$ cat config.mk
export PLATFORM = sky130hd
export DESIGN_NAME = cpu_decode_queued_flat
export DESIGN_NICKNAME = d
export VERILOG_FILES = /design/src/rtl/cpu_decode_queued_if.sv /design/src/rtl/cpu_decode_queued.sv /design/src/flat_wrapper.sv
export SDC_FILE = /design/constraint.sdc
export NUM_CORES = 1
export LEC_CHECK = 0
export BUFFER_PORTS_ARGS = -buffer_cell sky130_fd_sc_hd__buf_4
export CORE_ASPECT_RATIO = 2
export CORE_MARGIN = 2
export CORE_UTILIZATION = 62
export DETAILED_ROUTE_END_ITERATION = 7
export PLACE_DENSITY = 0.91
export SLEW_MARGIN = 10
export SYNTH_ARGS = -nofsm -noshare
export SYNTH_HDL_FRONTEND = slang
export SYNTH_SLANG_ARGS = --single-unit
$ cat constraint.sdc
create_clock -name i_clock -period 8.7 [get_ports i_clock]
set_input_delay 1.305 -clock i_clock [delete_from_list [all_inputs] [get_ports i_clock]]
set_output_delay 1.305 -clock i_clock [all_outputs]
set_load 0.01 [all_outputs]
$ cat src/rtl/cpu_decode_queued_if.sv
// ============================================================================
//  Module      : cpu_decode_queued_if
//  Description : Fetch-side and execute-side signal bundle of the queued decoder.
//  Revision    : 1.0  initial release
// ============================================================================
`default_nettype none

interface cpu_decode_queued_if #(
  parameter int DEPTH     = 4,
  parameter int TAG_WIDTH = 4
);
  localparam int c_cw = $clog2(DEPTH) + 1;

  logic                 i_flush;
  logic                 i_stall;
  logic [TAG_WIDTH-1:0] i_tag;
  logic [31:0]          i_instruction;
  logic [31:0]          i_pc;

  logic                 o_full;
  logic [TAG_WIDTH-1:0] o_tag;
  logic [31:0]          o_instruction;
  logic [31:0]          o_pc;
  logic [4:0]           o_inst_rs1;
  logic [4:0]           o_inst_rs2;
  logic [4:0]           o_inst_rd;
  logic [31:0]          o_imm;
  logic [2:0]           o_format;
  logic [3:0]           o_op;
  logic                 o_illegal;
  logic [c_cw-1:0]      o_count;

  modport master (
    output i_flush, i_stall, i_tag, i_instruction, i_pc,
    input  o_full, o_tag, o_instruction, o_pc, o_inst_rs1, o_inst_rs2, o_inst_rd,
           o_imm, o_format, o_op, o_illegal, o_count
  );

  modport slave (
    input  i_flush, i_stall, i_tag, i_instruction, i_pc,
    output o_full, o_tag, o_instruction, o_pc, o_inst_rs1, o_inst_rs2, o_inst_rd,
           o_imm, o_format, o_op, o_illegal, o_count
  );
endinterface

`default_nettype wire

$ cat src/rtl/cpu_decode_queued.sv
// ============================================================================
//  Module      : cpu_decode_queued
//  Description : RV32 decode stage behind a DEPTH-entry instruction queue,
//                tag-change handshake on both sides. Optional macro
//                DECODE_BYPASS_EN decodes straight from fetch when empty.
//  Revision    : 1.0  initial release
// ============================================================================
`default_nettype none

module cpu_decode_queued #(
  parameter int DEPTH     = 4,
  parameter int TAG_WIDTH = 4
) (
  input  wire logic          i_clock,
  input  wire logic          i_reset,
  cpu_decode_queued_if.slave bus
);
  localparam int c_aw = $clog2(DEPTH);
  localparam int c_pw = c_aw + 1;

  localparam logic [2:0] c_fmt_r    = 3'd0;
  localparam logic [2:0] c_fmt_i    = 3'd1;
  localparam logic [2:0] c_fmt_s    = 3'd2;
  localparam logic [2:0] c_fmt_b    = 3'd3;
  localparam logic [2:0] c_fmt_u    = 3'd4;
  localparam logic [2:0] c_fmt_j    = 3'd5;
  localparam logic [2:0] c_fmt_none = 3'd7;
  localparam logic [3:0] c_op_ill   = 4'd15;

  logic [31:0]          r_mem_instr [DEPTH];
  logic [31:0]          r_mem_pc    [DEPTH];
  logic [c_pw-1:0]      r_wr_ptr, r_rd_ptr;
  logic                 r_full;
  logic [TAG_WIDTH-1:0] r_last_tag;

  logic [TAG_WIDTH-1:0] r_tag;
  logic [31:0]          r_instruction, r_pc, r_imm;
  logic [4:0]           r_rs1, r_rs2, r_rd;
  logic [2:0]           r_format;
  logic [3:0]           r_op;
  logic                 r_illegal;

  logic                 w_empty, w_new, w_accept, w_push, w_pop, w_bypass, w_load;
  logic [c_pw-1:0]      w_wr_next, w_rd_next;
  logic                 w_full_next;
  logic [TAG_WIDTH-1:0] w_tag_inc, w_tag_next;
  logic [31:0]          w_dec_instr, w_dec_pc;
  logic [31:0]          w_d_imm;
  logic [4:0]           w_d_rs1, w_d_rs2, w_d_rd;
  logic [2:0]           w_d_fmt;
  logic [3:0]           w_d_op;
  logic                 w_d_ill;

  assign w_empty  = (r_wr_ptr == r_rd_ptr);
  assign w_new    = (bus.i_tag != r_last_tag);
  assign w_accept = w_new && !r_full && !bus.i_flush;

`ifdef DECODE_BYPASS_EN
  assign w_bypass = w_empty && w_new && !bus.i_stall && !bus.i_flush;
`else
  assign w_bypass = 1'b0;
`endif

  assign w_push = w_accept && !w_bypass;
  assign w_pop  = !bus.i_stall && !w_empty && !bus.i_flush;
  assign w_load = w_pop || w_bypass;

  assign w_wr_next   = w_push ? r_wr_ptr + c_pw'(1) : r_wr_ptr;
  assign w_rd_next   = w_pop  ? r_rd_ptr + c_pw'(1) : r_rd_ptr;
  assign w_full_next = (w_wr_next[c_pw-1] != w_rd_next[c_pw-1]) &&
                       (w_wr_next[c_aw-1:0] == w_rd_next[c_aw-1:0]);

  // Tag 0 means "nothing since reset", so the output sequence wraps to 1
  assign w_tag_inc  = r_tag + TAG_WIDTH'(1);
  assign w_tag_next = (w_tag_inc == '0) ? TAG_WIDTH'(1) : w_tag_inc;

  assign w_dec_instr = w_bypass ? bus.i_instruction : r_mem_instr[r_rd_ptr[c_aw-1:0]];
  assign w_dec_pc    = w_bypass ? bus.i_pc          : r_mem_pc[r_rd_ptr[c_aw-1:0]];

  always_comb begin
    w_d_op  = c_op_ill;
    w_d_fmt = c_fmt_none;
    if (w_dec_instr[1:0] == 2'b11) begin
      case (w_dec_instr[6:2])
        5'b01101: begin w_d_op = 4'd0;  w_d_fmt = c_fmt_u; end
        5'b00101: begin w_d_op = 4'd1;  w_d_fmt = c_fmt_u; end
        5'b11011: begin w_d_op = 4'd2;  w_d_fmt = c_fmt_j; end
        5'b11001: begin w_d_op = 4'd3;  w_d_fmt = c_fmt_i; end
        5'b11000: begin w_d_op = 4'd4;  w_d_fmt = c_fmt_b; end
        5'b00000: begin w_d_op = 4'd5;  w_d_fmt = c_fmt_i; end
        5'b01000: begin w_d_op = 4'd6;  w_d_fmt = c_fmt_s; end
        5'b00100: begin w_d_op = 4'd7;  w_d_fmt = c_fmt_i; end
        5'b01100: begin w_d_op = 4'd8;  w_d_fmt = c_fmt_r; end
        5'b00011: begin w_d_op = 4'd9;  w_d_fmt = c_fmt_i; end
        5'b11100: begin w_d_op = 4'd10; w_d_fmt = c_fmt_i; end
        default:  ;
      endcase
    end
    w_d_ill = (w_d_op == c_op_ill);

    // Field presence is a function of format; illegal falls to all-zero
    w_d_rs1 = '0;
    w_d_rs2 = '0;
    w_d_rd  = '0;
    w_d_imm = '0;
    case (w_d_fmt)
      c_fmt_r: begin
        w_d_rs1 = w_dec_instr[19:15];
        w_d_rs2 = w_dec_instr[24:20];
        w_d_rd  = w_dec_instr[11:7];
      end
      c_fmt_i: begin
        w_d_rs1 = w_dec_instr[19:15];
        w_d_rd  = w_dec_instr[11:7];
        w_d_imm = {{20{w_dec_instr[31]}}, w_dec_instr[31:20]};
      end
      c_fmt_s: begin
        w_d_rs1 = w_dec_instr[19:15];
        w_d_rs2 = w_dec_instr[24:20];
        w_d_imm = {{20{w_dec_instr[31]}}, w_dec_instr[31:25], w_dec_instr[11:7]};
      end
      c_fmt_b: begin
        w_d_rs1 = w_dec_instr[19:15];
        w_d_rs2 = w_dec_instr[24:20];
        w_d_imm = {{19{w_dec_instr[31]}}, w_dec_instr[31], w_dec_instr[7],
                   w_dec_instr[30:25], w_dec_instr[11:8], 1'b0};
      end
      c_fmt_u: begin
        w_d_rd  = w_dec_instr[11:7];
        w_d_imm = {w_dec_instr[31:12], 12'b0};
      end
      c_fmt_j: begin
        w_d_rd  = w_dec_instr[11:7];
        w_d_imm = {{11{w_dec_instr[31]}}, w_dec_instr[31], w_dec_instr[19:12],
                   w_dec_instr[20], w_dec_instr[30:21], 1'b0};
      end
      default: ;
    endcase
  end

  always_ff @(posedge i_clock) begin
    if (w_push) begin
      r_mem_instr[r_wr_ptr[c_aw-1:0]] <= bus.i_instruction;
      r_mem_pc[r_wr_ptr[c_aw-1:0]]    <= bus.i_pc;
    end
  end

  always_ff @(posedge i_clock or posedge i_reset) begin
    if (i_reset) begin
      r_wr_ptr      <= '0;
      r_rd_ptr      <= '0;
      r_full        <= 1'b0;
      r_last_tag    <= '0;
      r_tag         <= '0;
      r_instruction <= '0;
      r_pc          <= '0;
      r_rs1         <= '0;
      r_rs2         <= '0;
      r_rd          <= '0;
      r_imm         <= '0;
      r_format      <= c_fmt_none;
      r_op          <= '0;
      r_illegal     <= 1'b0;
    end else begin
      if (bus.i_flush) begin
        // Adopting the current tag discards the fetch that is in flight
        r_wr_ptr   <= '0;
        r_rd_ptr   <= '0;
        r_full     <= 1'b0;
        r_last_tag <= bus.i_tag;
      end else begin
        r_wr_ptr <= w_wr_next;
        r_rd_ptr <= w_rd_next;
        r_full   <= w_full_next;
        if (w_accept) begin
          r_last_tag <= bus.i_tag;
        end
      end
      if (w_load) begin
        r_tag         <= w_tag_next;
        r_instruction <= w_dec_instr;
        r_pc          <= w_dec_pc;
        r_rs1         <= w_d_rs1;
        r_rs2         <= w_d_rs2;
        r_rd          <= w_d_rd;
        r_imm         <= w_d_imm;
        r_format      <= w_d_fmt;
        r_op          <= w_d_op;
        r_illegal     <= w_d_ill;
      end
    end
  end

  assign bus.o_full        = r_full;
  assign bus.o_count       = r_wr_ptr - r_rd_ptr;
  assign bus.o_tag         = r_tag;
  assign bus.o_instruction = r_instruction;
  assign bus.o_pc          = r_pc;
  assign bus.o_inst_rs1    = r_rs1;
  assign bus.o_inst_rs2    = r_rs2;
  assign bus.o_inst_rd     = r_rd;
  assign bus.o_imm         = r_imm;
  assign bus.o_format      = r_format;
  assign bus.o_op          = r_op;
  assign bus.o_illegal     = r_illegal;

endmodule

`default_nettype wire

$ cat src/flat_wrapper.sv
// flat-port wrapper written by rule: the top's interface ports become plain ports
module cpu_decode_queued_flat 
#(
  parameter int DEPTH     = 4,
  parameter int TAG_WIDTH = 4
)
  (i_clock, i_reset, bus_i_flush, bus_i_stall, bus_i_tag, bus_i_instruction, bus_i_pc, bus_o_full, bus_o_tag, bus_o_instruction, bus_o_pc, bus_o_inst_rs1, bus_o_inst_rs2, bus_o_inst_rd, bus_o_imm, bus_o_format, bus_o_op, bus_o_illegal, bus_o_count);
  cpu_decode_queued_if #(.DEPTH(DEPTH), .TAG_WIDTH(TAG_WIDTH)) bus_i ();
  input  wire logic i_clock;
  input  wire logic i_reset;
  input wire logic [$bits(bus_i.i_flush)-1:0] bus_i_flush;
  input wire logic [$bits(bus_i.i_stall)-1:0] bus_i_stall;
  input wire logic [$bits(bus_i.i_tag)-1:0] bus_i_tag;
  input wire logic [$bits(bus_i.i_instruction)-1:0] bus_i_instruction;
  input wire logic [$bits(bus_i.i_pc)-1:0] bus_i_pc;
  output wire logic [$bits(bus_i.o_full)-1:0] bus_o_full;
  output wire logic [$bits(bus_i.o_tag)-1:0] bus_o_tag;
  output wire logic [$bits(bus_i.o_instruction)-1:0] bus_o_instruction;
  output wire logic [$bits(bus_i.o_pc)-1:0] bus_o_pc;
  output wire logic [$bits(bus_i.o_inst_rs1)-1:0] bus_o_inst_rs1;
  output wire logic [$bits(bus_i.o_inst_rs2)-1:0] bus_o_inst_rs2;
  output wire logic [$bits(bus_i.o_inst_rd)-1:0] bus_o_inst_rd;
  output wire logic [$bits(bus_i.o_imm)-1:0] bus_o_imm;
  output wire logic [$bits(bus_i.o_format)-1:0] bus_o_format;
  output wire logic [$bits(bus_i.o_op)-1:0] bus_o_op;
  output wire logic [$bits(bus_i.o_illegal)-1:0] bus_o_illegal;
  output wire logic [$bits(bus_i.o_count)-1:0] bus_o_count;
  assign bus_i.i_flush = bus_i_flush;
  assign bus_i.i_stall = bus_i_stall;
  assign bus_i.i_tag = bus_i_tag;
  assign bus_i.i_instruction = bus_i_instruction;
  assign bus_i.i_pc = bus_i_pc;
  assign bus_o_full = bus_i.o_full;
  assign bus_o_tag = bus_i.o_tag;
  assign bus_o_instruction = bus_i.o_instruction;
  assign bus_o_pc = bus_i.o_pc;
  assign bus_o_inst_rs1 = bus_i.o_inst_rs1;
  assign bus_o_inst_rs2 = bus_i.o_inst_rs2;
  assign bus_o_inst_rd = bus_i.o_inst_rd;
  assign bus_o_imm = bus_i.o_imm;
  assign bus_o_format = bus_i.o_format;
  assign bus_o_op = bus_i.o_op;
  assign bus_o_illegal = bus_i.o_illegal;
  assign bus_o_count = bus_i.o_count;
  cpu_decode_queued #(.DEPTH(DEPTH), .TAG_WIDTH(TAG_WIDTH)) u_core (.i_clock(i_clock), .i_reset(i_reset), .bus(bus_i));
endmodule
==> flow_summary.json, run 1 <==
{
  "status": "finished clean",
  "nets": 1234,
  "grtUsageTotal_pct": 27.01,
  "synthFlopType": "edfxtp_1",
  "path_clk_slew_ns": 0.07,
  "viasPerCell": 6.122,
  "clock_sink_count": 390,
  "globalRouteOverflowTotal": 0,
  "wl_per_cell_um": 23.19,
  "synthCells": 960,
  "place_congestion": 0.8074,
  "setup_violations": 0,
  "hold_violations": 0,
  "worstMarginPinSlew_ns": 1.074,
  "io_pins": 199,
  "start_util_pct": 62.57,
  "dr_wl_met2_um": 17630,
  "cts_resized": 0,
  "antenna_found_initial": 4,
  "rsz0062_at_grt": "no",
  "wirelength_um": 34070,
  "grt_pass1_vias": 9451,
  "yosysUniqueCellTypes": 63,
  "dr_wl_met3_um": 3106,
  "htreeDepth": 2,
  "row_count": 81,
  "ys_seq_area_share_pct": 72.87,
  "cts-hold-fix-buffers": 0,
  "final_max_slew_viol_count": 0,
  "vdd_drop_max_mv": 0.2318,
  "cts_made_buffers": 34,
  "vias": 8993,
  "grt_pass1_wl_um": 51960,
  "power_mw": 5.084,
  "cts_max_path_buffers": 3,
  "hold_class": "reg2reg",
  "die_width_um": 114.6,
  "fin_worst_skew_ns": 0.02302,
  "wirelength_met1_um": 12210,
  "dr.pass1.iters": 5,
  "ys_warn_count": 0,
  "start_kind": "register",
  "post_cts_buffers": 0,
  "ant_nets": 0,
  "worstPathMaxFanout": 84,
  "final_util_pct": 73.76,
  "syn-num-nets": 1042,
  "min_path_cells": 2,
  "portBuffers": 198,
  "fmax_ghz": 0.2509,
  "required_ns": 9.13,
  "route.detailed.drc": 0,
  "arrival_ns": 4.42,
  "clock_latency_ns": 0.52,
  "final.setup.tns_ns": 0,
  "top_layer_used": "met4",
  "dp_hpwl_um": 21000,
  "synthArstFlopShare_pct": 34.36,
  "die_h_um": 225.1,
  "syn2layout_area_growth_pct": 17.88,
  "coreArea_mm2": 0.02422,
  "leakagePower_nw": 6.971,
  "dieArea_mm2": 0.02579,
  "syn_area_mm2": 0.01516,
  "drive_gt1_share_pct": 29.68,
  "drtIter0Drc": 914,
  "clockRootBuffer": "clkbuf_16",
  "period_share_pct": 45.81,
  "worstRegToRegCells": 6,
  "setup.worst_path.class": "reg2reg",
  "cts_tree": "yes",
  "synth_edf_count": 256,
  "synth_area_per_cell_um2": 15.79,
  "maxCapViolCount": 0,
  "powerDensity_mw_per_mm2": 284.5,
  "yosys_register_bits": 390,
  "crit_path_end_kind": "register",
  "slew_headroom_pct": 28.40,
  "grt_max_degree": 89,
  "finalCriticalPeriod_ns": 3.986
}
## logic make-up (layout without fill, tap and decap cells)
| group | Yosys count | after routing | share of synthesized area [%] |
|---|---|---|---|
| fa+ha+maj | 10 | 10 | 0.8751 |
| flops | 390 | 390 | 72.87 |
| simple gates | 307 | 307 | 8.470 |
| compound gates | 104 | 104 | 4.780 |
| other cells | 0 | 3 | 0 |
| buf+inv | 58 | 274 | 1.684 |
| xor+xnor | 18 | 18 | 1.090 |
| mux | 73 | 73 | 10.23 |
## report_power, final
group          switching, mW  internal [mW]
Combinational          0.653          0.534
Sequential             0.196           2.32
Clock                  0.644          0.736
Total                   1.49           3.59
## Yosys cell counts, types with 2 or more instances
| cell | count | area, um^2 |
|---|---|---|
| a31oi_1 | 2 | 12.51 |
| o211ai_1 | 9 | 67.56 |
| o22ai_1 | 2 | 12.51 |
| nand2_1 | 235 | 882.1 |
| nor2b_1 | 3 | 18.77 |
| inv_1 | 12 | 45.04 |
| nand2b_1 | 3 | 18.77 |
| o21ai_0 | 25 | 125.1 |
| edfxtp_1 | 256 | 7687 |
| nor3_4 | 2 | 32.53 |
| dfstp_2 | 3 | 78.83 |
| and2_1 | 7 | 43.79 |
| ha_1 | 9 | 112.6 |
| buf_2 | 12 | 60.06 |
| a211oi_1 | 2 | 15.01 |
| a21oi_1 | 27 | 135.1 |
| buf_4 | 2 | 15.01 |
| buf_6 | 2 | 22.52 |
| o21ai_1 | 6 | 30.03 |
| o21ai_2 | 7 | 61.31 |
| xnor2_1 | 13 | 113.9 |
| nand3_1 | 6 | 30.03 |
| dfrtp_1 | 131 | 3278 |
| mux4_1 | 3 | 78.83 |
| mux4_2 | 61 | 1374 |
| mux2i_1 | 3 | 30.03 |
| clkbuf_1 | 24 | 90.09 |
| o31ai_1 | 3 | 22.52 |
| xor2_1 | 4 | 35.03 |
| or2b_1 | 2 | 15.01 |
| buf_1 | 6 | 22.52 |
| a32oi_1 | 4 | 35.03 |
| nor2_1 | 36 | 135.1 |
| mux2_2 | 5 | 56.30 |
| a22o_1 | 5 | 43.79 |
## path summary, 6_finish.rpt
check	endpoint	slack [ns]	startpoint
min in group asynchronous	u_core.bus.o_imm[8]	0.92	i_reset
max in group asynchronous	u_core.r_rd_ptr[0]	6.48	i_reset
min reg2reg	u_core.bus.o_pc[17]	0.48	u_core.bus.o_pc[17]
min	u_core.bus.o_pc[17]	0.48	u_core.bus.o_pc[17]
max	u_core.bus.o_imm[28]	4.71	u_core.r_rd_ptr[1]
max reg2reg	u_core.bus.o_imm[28]	4.71	u_core.r_rd_ptr[1]
## state kept, by name, indices dropped and copies added (netlist names), 5 cells and up
register	flops
u_core.bus.o_inst_rs2	5
u_core.bus.o_inst_rd	5
u_core.bus.o_imm	32
u_core.bus.o_pc	32
u_core.r_mem_pc	128
u_core.r_mem_instr	128
u_core.bus.o_instruction	32
u_core.bus.o_inst_rs1	5
## layout by cell type, fill, tap and decap left out, types with 3 or more instances in the layout
| cell type | count |
|---|---|
| diode_2 | 3 |
| nand3_1 | 6 |
| and2_4 | 4 |
| inv_1 | 11 |
| dfrtp_1 | 129 |
| and2_1 | 3 |
| clkbuf_16 | 34 |
| mux4_2 | 61 |
| nor2_1 | 36 |
| xor2_1 | 4 |
| xnor2_1 | 13 |
| clkinv_1 | 4 |
| o211ai_1 | 9 |
| o21ai_2 | 7 |
| o31ai_1 | 3 |
| nand2_1 | 235 |
| a21oi_1 | 27 |
| mux2_2 | 5 |
| o21ai_1 | 6 |
| a22o_1 | 5 |
| mux2i_1 | 3 |
| nor2b_1 | 3 |
| nand2b_1 | 3 |
| dfstp_2 | 3 |
| buf_4 | 202 |
| o21ai_0 | 25 |
| clkbuf_1 | 9 |
| edfxtp_1 | 256 |
| a32oi_1 | 4 |
| clkinv_2 | 7 |
| mux4_1 | 3 |
| ha_1 | 9 |
## through the flow
| stage | cells | instance area (um^2) | hold slack, ns | setup slack [ns] |
|---|---|---|---|---|
| after floorplan | 960 | 15160 | 0.4862 | 3.817 |
| after global placement | 1406 | 16870 | 0.4593 | 4.986 |
| after detailed placement | 1406 | 16870 | 0.4652 | 4.779 |
| after CTS | 1466 | 17860 | 0.4841 | 4.741 |
| after global routing | 1469 | 17870 | 0.5043 | 4.469 |
| final | 1469 | 17870 | 0.4753 | 4.714 |
## worst max-delay path: stages (launching register included)
cell     delay, ns
dfrtp_4       1.12
inv_1         0.19
ha_1          0.41
a311o_2       0.71
buf_4         0.78
nor2_1        0.39
a21oi_1       0.25
## layout make-up
cell class                 count  area, um^2
inverter                      12       50.05
multi-input combinational    512        3885
antenna                        3       7.507
fill                        1371        6356
sequential                   390       11050
clock inverter                16       93.84
clock buffer                  44       898.4
tap                          290       362.8
timing repair buffer         202        1516
## routing by layer
| layer | track usage, % | vias up |
|---|---|---|
| met5 | 0 | - |
| met1 | 34.49 | 4497 |
| li1 | - | 3908 |
| met2 | 45.26 | 505 |
| met3 | 5.675 | 83 |
| met4 | 11.09 | 0 |
Note: power is estimated with default switching activity, not from simulation.
==> inputs of run 2 (changes only) <==
CORE_UTILIZATION = 52   (was 62)
PLACE_DENSITY = 0.82   (was 0.91)
clock period = 3.39 ns   (was 8.7 ns; I/O delays follow)
==> flow_summary.json, run 2 (synthesized netlist as in run 1, its figures left out) <==
{
  "period_share_pct": 83.44,
  "io_pins": 199,
  "final_max_slew_viol_count": 0,
  "globalRouteOverflowTotal": 0,
  "dp_hpwl_um": 22150,
  "coreArea_mm2": 0.02874,
  "status": "finished clean",
  "crit_buf_inv": 0,
  "vdd_drop_max_mv": 0.5036,
  "finalCriticalPeriod_ns": 2.829,
  "final_common_cell": "edfxtp_1",
  "fillers": 2049,
  "nets": 1251,
  "grtUsageTotal_pct": 21.58,
  "worstMarginPinSlew_ns": 0.7701,
  "arrival_ns": 3.28,
  "seq_area_mm2": 0.01105,
  "grt.met1_usage_pct": 25.11,
  "worstPathMaxFanout": 19,
  "row_count": 88,
  "cts_max_path_buffers": 3,
  "powerDensity_mw_per_mm2": 730.1,
  "clockRootBuffer": "clkbuf_16",
  "route.detailed.drc": 0,
  "viasPerCell": 5.615,
  "fin_worst_skew_ns": 0.02064,
  "start_util_pct": 52.74,
  "htreeDepth": 1,
  "setup_slack_ns": 0.5612,
  "place_congestion": 0.9335,
  "die_h_um": 245.4,
  "dieArea_mm2": 0.03061,
  "use_met3_pct": 3.264,
  "syn2layout_area_growth_pct": 21.09,
  "portBuffers": 198,
  "grt.busiest_layer": "met2",
  "grt_pass1_vias": 9186,
  "leakagePower_nw": 7.145,
  "post_cts_buffers": 0,
  "required_ns": 3.84,
  "fmax_ghz": 0.3535,
  "slew_headroom_pct": 48.56,
  "grt_max_degree": 69,
  "hold_class": "in2async",
  "start_kind": "register",
  "critPathSlowestCell": "mux4_2",
  "use_met2_pct": 39.47,
  "cts_made_buffers": 31,
  "cts_resized": 0,
  "hold_violations": 0,
  "die_width_um": 124.7,
  "cts_tree": "yes",
  "wl_per_cell_um": 21.34,
  "maxCapViolCount": 0,
  "pre_cts_ws_ns": 0.5995,
  "fin_area_mm2": 0.01835,
  "path_clk_slew_ns": 0.07,
  "final.setup.tns_ns": 0,
  "path_cells": "mux4_2, nand2b_1, a2111oi_2, mux2i_1, o21ai_1, a41o_1",
  "crit_path_end_kind": "register",
  "slowest_delay_ns": 0.74,
  "grt_pass1_wl_um": 51390,
  "vias": 8737,
  "placed_area_mm2": 0.01723,
  "wirelength_um": 33210,
  "rsz0062_at_grt": "no",
  "clock_sink_count": 390,
  "antenna_found_initial": 2,
  "setup.worst_path.class": "reg2reg",
  "r2r-start": "u_core.r_rd_ptr[0]",
  "dr.pass1.iters": 5,
  "setup_violations": 0,
  "drive_gt1_share_pct": 31.32,
  "ant_nets": 0,
  "final_cell_mix": "edfxtp_1 (256), nand2_1 (235), buf_4 (212)",
  "multi_input_area_mm2": 0.003885,
  "drtIter0Drc": 699,
  "cts-hold-fix-buffers": 0,
  "critPathLaunch": "u_core.r_rd_ptr[0]",
  "clock_latency_ns": 0.57,
  "crit_family": "multiplexers"
}
[run 2: cell count changes in the layout (fill, tap and decap cells not counted), moves of 2 or more]
cell        delta
buf_4         +10
clkinv_2       -3
clkinv_1       -2
clkbuf_16      -3
clkbuf_1       -5
clkinvlp_4     +6
buf_12        +10
bufinv_16      +7
[run 2: final timing paths]
kind | end | slack [ns] | cells after the start
worst max-delay path | u_core.bus.o_imm[11] | 0.56 | 6
worst min-delay path | u_core.bus.o_instruction[25] | 0.07 | 2
worst max register to register | u_core.bus.o_imm[11] | 0.56 | 6
worst min register to register | u_core.bus.o_instruction[31] | 0.48 | 2
max in group asynchronous | u_core.bus.o_format[1] | 2.51 | 3
min in group i_clock | u_core.r_mem_pc[2][25] | 0.13 | 1
[run 2: area by class of cell]
cell class | instances | share of cell area (%)
sequential | 390 | 60.22
multi-input combinational | 512 | 21.17
timing repair buffer | 222 | 9.763
tap | 360 | 2.454
inverter | 12 | 0.2659
antenna | 2 | 0.02727
clock buffer | 37 | 4.459
clock inverter | 21 | 1.636
[run 2: report_power, final]
| part | total, mW | internal (mW) | switching [mW] |
|---|---|---|---|
| Clock | 3.89 | 2.27 | 1.63 |
| Combinational | 3.07 | 1.43 | 1.63 |
| Sequential | 6.44 | 5.95 | 0.492 |
| Total | 13.4 | 9.64 | 3.75 |
[run 2: per-stage QoR]
stage               std cells  hold WS, ns  util, %  power [mW]
floorplan                 960       0.4862        -       8.046
global placement         1496       0.4625    59.95       9.473
detailed placement       1496       0.4636    59.95       9.608
CTS                      1554      0.07049    63.84       13.52
global route             1556       0.1128    63.86       13.98
finish                   1556      0.07222    63.86       13.40
[run 2: worst register-to-register path, delay by kind of cell (launching register included)]
kind	cells	cell delay (ns)
compound gates	3	0.87
simple gates	1	0.23
mux	2	0.99
flops	1	0.63
[run 2: per-layer routing]
metal  routed length [um]  share of wire, %  vias up
met5                    0                 0        -
met4                 1316               4.0        0
met3                 1698               5.1       65
met2                18300                55      306
met1                11900                36     4426
li1                     -                 -     3940
==> inputs of run 3 (changes only) <==
clock period = 2.35 ns   (was 3.39 ns; I/O delays follow)
==> flow_summary.json, run 3 (synthesized netlist as in run 1, its figures left out) <==
{
  "status": "finished with violations",
  "violations": "negative setup slack",
  "worstPathMaxFanout": 6,
  "row_count": 88,
  "fillers": 1869,
  "vdd_drop_max_mv": 0.7930,
  "maxCapViolCount": 0,
  "hold_class": "in2reg",
  "rrSetupSlack_ns": -0.11,
  "route.detailed.drc": 0,
  "combPwrFrac_pct": 25.9,
  "worstRegToRegCells": 6,
  "cts_tree": "yes",
  "hold_slack_ns": 0.02705,
  "arrival_ns": 2.94,
  "start_kind": "register",
  "setup_slack_ns": -0.1150,
  "finalCriticalPeriod_ns": 2.465,
  "clkPwrFrac_pct": 27.4,
  "period_share_pct": 104.9,
  "die_width_um": 124.7,
  "slew_headroom_pct": 46.18,
  "clock_sink_count": 390,
  "setup.worst_path.end": "u_core.bus.o_imm[11]",
  "p_sw_mw": 5.706,
  "powerDensity_mw_per_mm2": 997.6,
  "worstMarginPinSlew_ns": 0.8056,
  "grt_pass1_wl_um": 54480,
  "clockRootBuffer": "clkbuf_16",
  "dp_hpwl_um": 23850,
  "portBuffers": 198,
  "rr_endpoint": "u_core.bus.o_imm[11]",
  "fin_area_mm2": 0.01987,
  "grt_max_degree": 70,
  "fin_worst_skew_ns": 0.02218,
  "fmax_ghz": 0.4057,
  "htreeDepth": 1,
  "required_ns": 2.82,
  "internal_power_mw": 14.12,
  "dr.pass1.iters": 7,
  "die_h_um": 245.4,
  "dieArea_mm2": 0.03061,
  "cts_max_path_buffers": 3,
  "rsz0062_at_grt": "yes",
  "slowest_delay_ns": 0.57,
  "final_max_slew_viol_count": 0,
  "drive_gt1_share_pct": 35.43,
  "setup.worst_path.class": "reg2reg",
  "viasPerCell": 5.528,
  "nets": 1395,
  "clock_latency_ns": 0.60,
  "critPathLaunch": "u_core.r_rd_ptr[0]",
  "grt_pass1_vias": 9996,
  "crit_path_end_kind": "register",
  "vias": 9397,
  "leakagePower_nw": 7.887,
  "placed_area_mm2": 0.01781,
  "start_util_pct": 52.74,
  "final_common_cell": "buf_4",
  "swShare_pct": 28.78,
  "p_seq_share_pct": 46.7,
  "pre_cts_ws_ns": -0.3248,
  "path_clk_slew_ns": 0.07,
  "wl_per_cell_um": 20.89,
  "coreArea_mm2": 0.02874,
  "antenna_found_initial": 2,
  "place_congestion": 0.9345,
  "wirelength_um": 35510,
  "place_inst": 1560,
  "critPathSlowestCell": "mux4_2",
  "path_cells": "mux4_2, buf_8, or2b_1, o31ai_4, mux2_4, a41o_1",
  "cts_made_buffers": 31,
  "syn2layout_area_growth_pct": 31.13,
  "drtIter0Drc": 588,
  "io_pins": 199,
  "r2r-start": "u_core.r_rd_ptr[0]",
  "hold_violations": 0,
  "final_cell_mix": "buf_4 (269), edfxtp_1 (256), nand2_1 (230)",
  "grtUsageTotal_pct": 22.85,
  "setup_violations": 23,
  "ant_nets": 0,
  "layout.cells.non_filler": 1700,
  "globalRouteOverflowTotal": 0
}
-- run 3: cell count changes in the layout (fill, tap and decap cells not counted), sizes merged, moves of 3 or more --
cell and delta:
clkinvlp -4, clkbuf +4, dlygate4sd3 +65, buf +78, bufinv -3
-- run 3: repair_timing --
item	4_1_cts	5_1_grt
gates resized for setup	25	24
endpoints found under the setup margin	46	49
hold buffers	65	0
gates cloned	0	1
pin swaps	8	15
endpoints found under the hold margin	273	0
buffers inserted	4	11
-- run 3: area by class of cell --
type,instances,area (um^2),share of cell area [%]
diodes,2,5.005,0.02518
clock buffers,40,850.8,4.281
clock inverters,18,219.0,1.102
inverters,12,48.80,0.2455
multi-input cells,512,4023,20.24
flip-flops and latches,390,11050,55.61
well taps,360,450.4,2.266
repair buffers,366,3226,16.23
-- run 3: through the flow --
stage / TNS [ns] / utilization (%) / power, mW
global route: -3.234 / 69.16 / 20.71
detailed placement: -5.752 / 61.99 / 14.17
floorplan: 0 / - / 11.62
global placement: -4.079 / 61.99 / 13.97
CTS: -0.9738 / 68.52 / 19.79
finish: -1.054 / 69.16 / 19.83
-- run 3: how the worst min path moves through the flow --
| stage | startpoint | to | slack, ns | cells past startpoint |
|---|---|---|---|---|
| after detailed placement | u_core.bus.o_pc[24] | u_core.bus.o_pc[24] | 0.46 | 2 |
| after global placement | u_core.bus.o_pc[18] | u_core.bus.o_pc[18] | 0.46 | 2 |
| after floorplan | bus_i_instruction[0] | u_core.r_mem_instr[0][0] | 0.45 | 0 |
| final | bus_i_tag[2] | u_core.r_last_tag[2] | 0.03 | 2 |
| after global routing | bus_i_tag[3] | u_core.r_last_tag[3] | 0.01 | 2 |
| after CTS | bus_i_tag[0] | u_core.r_last_tag[0] | 0.004 | 2 |
-- run 3: worst max-delay path, delay by kind of cell, from the launching register on --
| family | cells | cell delay (ns) |
|---|---|---|
| flip-flops | 1 | 0.46 |
| AND/OR/NAND/NOR | 1 | 0.28 |
| AO/OA/AOI/OAI | 2 | 0.55 |
| multiplexers | 2 | 0.91 |
| buffers and inverters | 1 | 0.16 |
-- run 3: routing by layer --
layer  wire length [um]  track usage [%]  up-vias
met2              19630            42.61      301
met5                  0                0        -
met1              12830            26.03     4769
met4               1665            10.58        0
li1                   -                -     4223
met3               1388            2.742      104
-- run 3: power groups by stage --
stage               Clock (mW)  Sequential [mW]  Combinational, mW
finish                    5.43             9.26               5.14
global route              5.80             9.37               5.55
CTS                       5.52             9.25               5.02
detailed placement           0             9.36               4.81
global placement             0             9.31               4.66
floorplan                    0             9.58               2.03
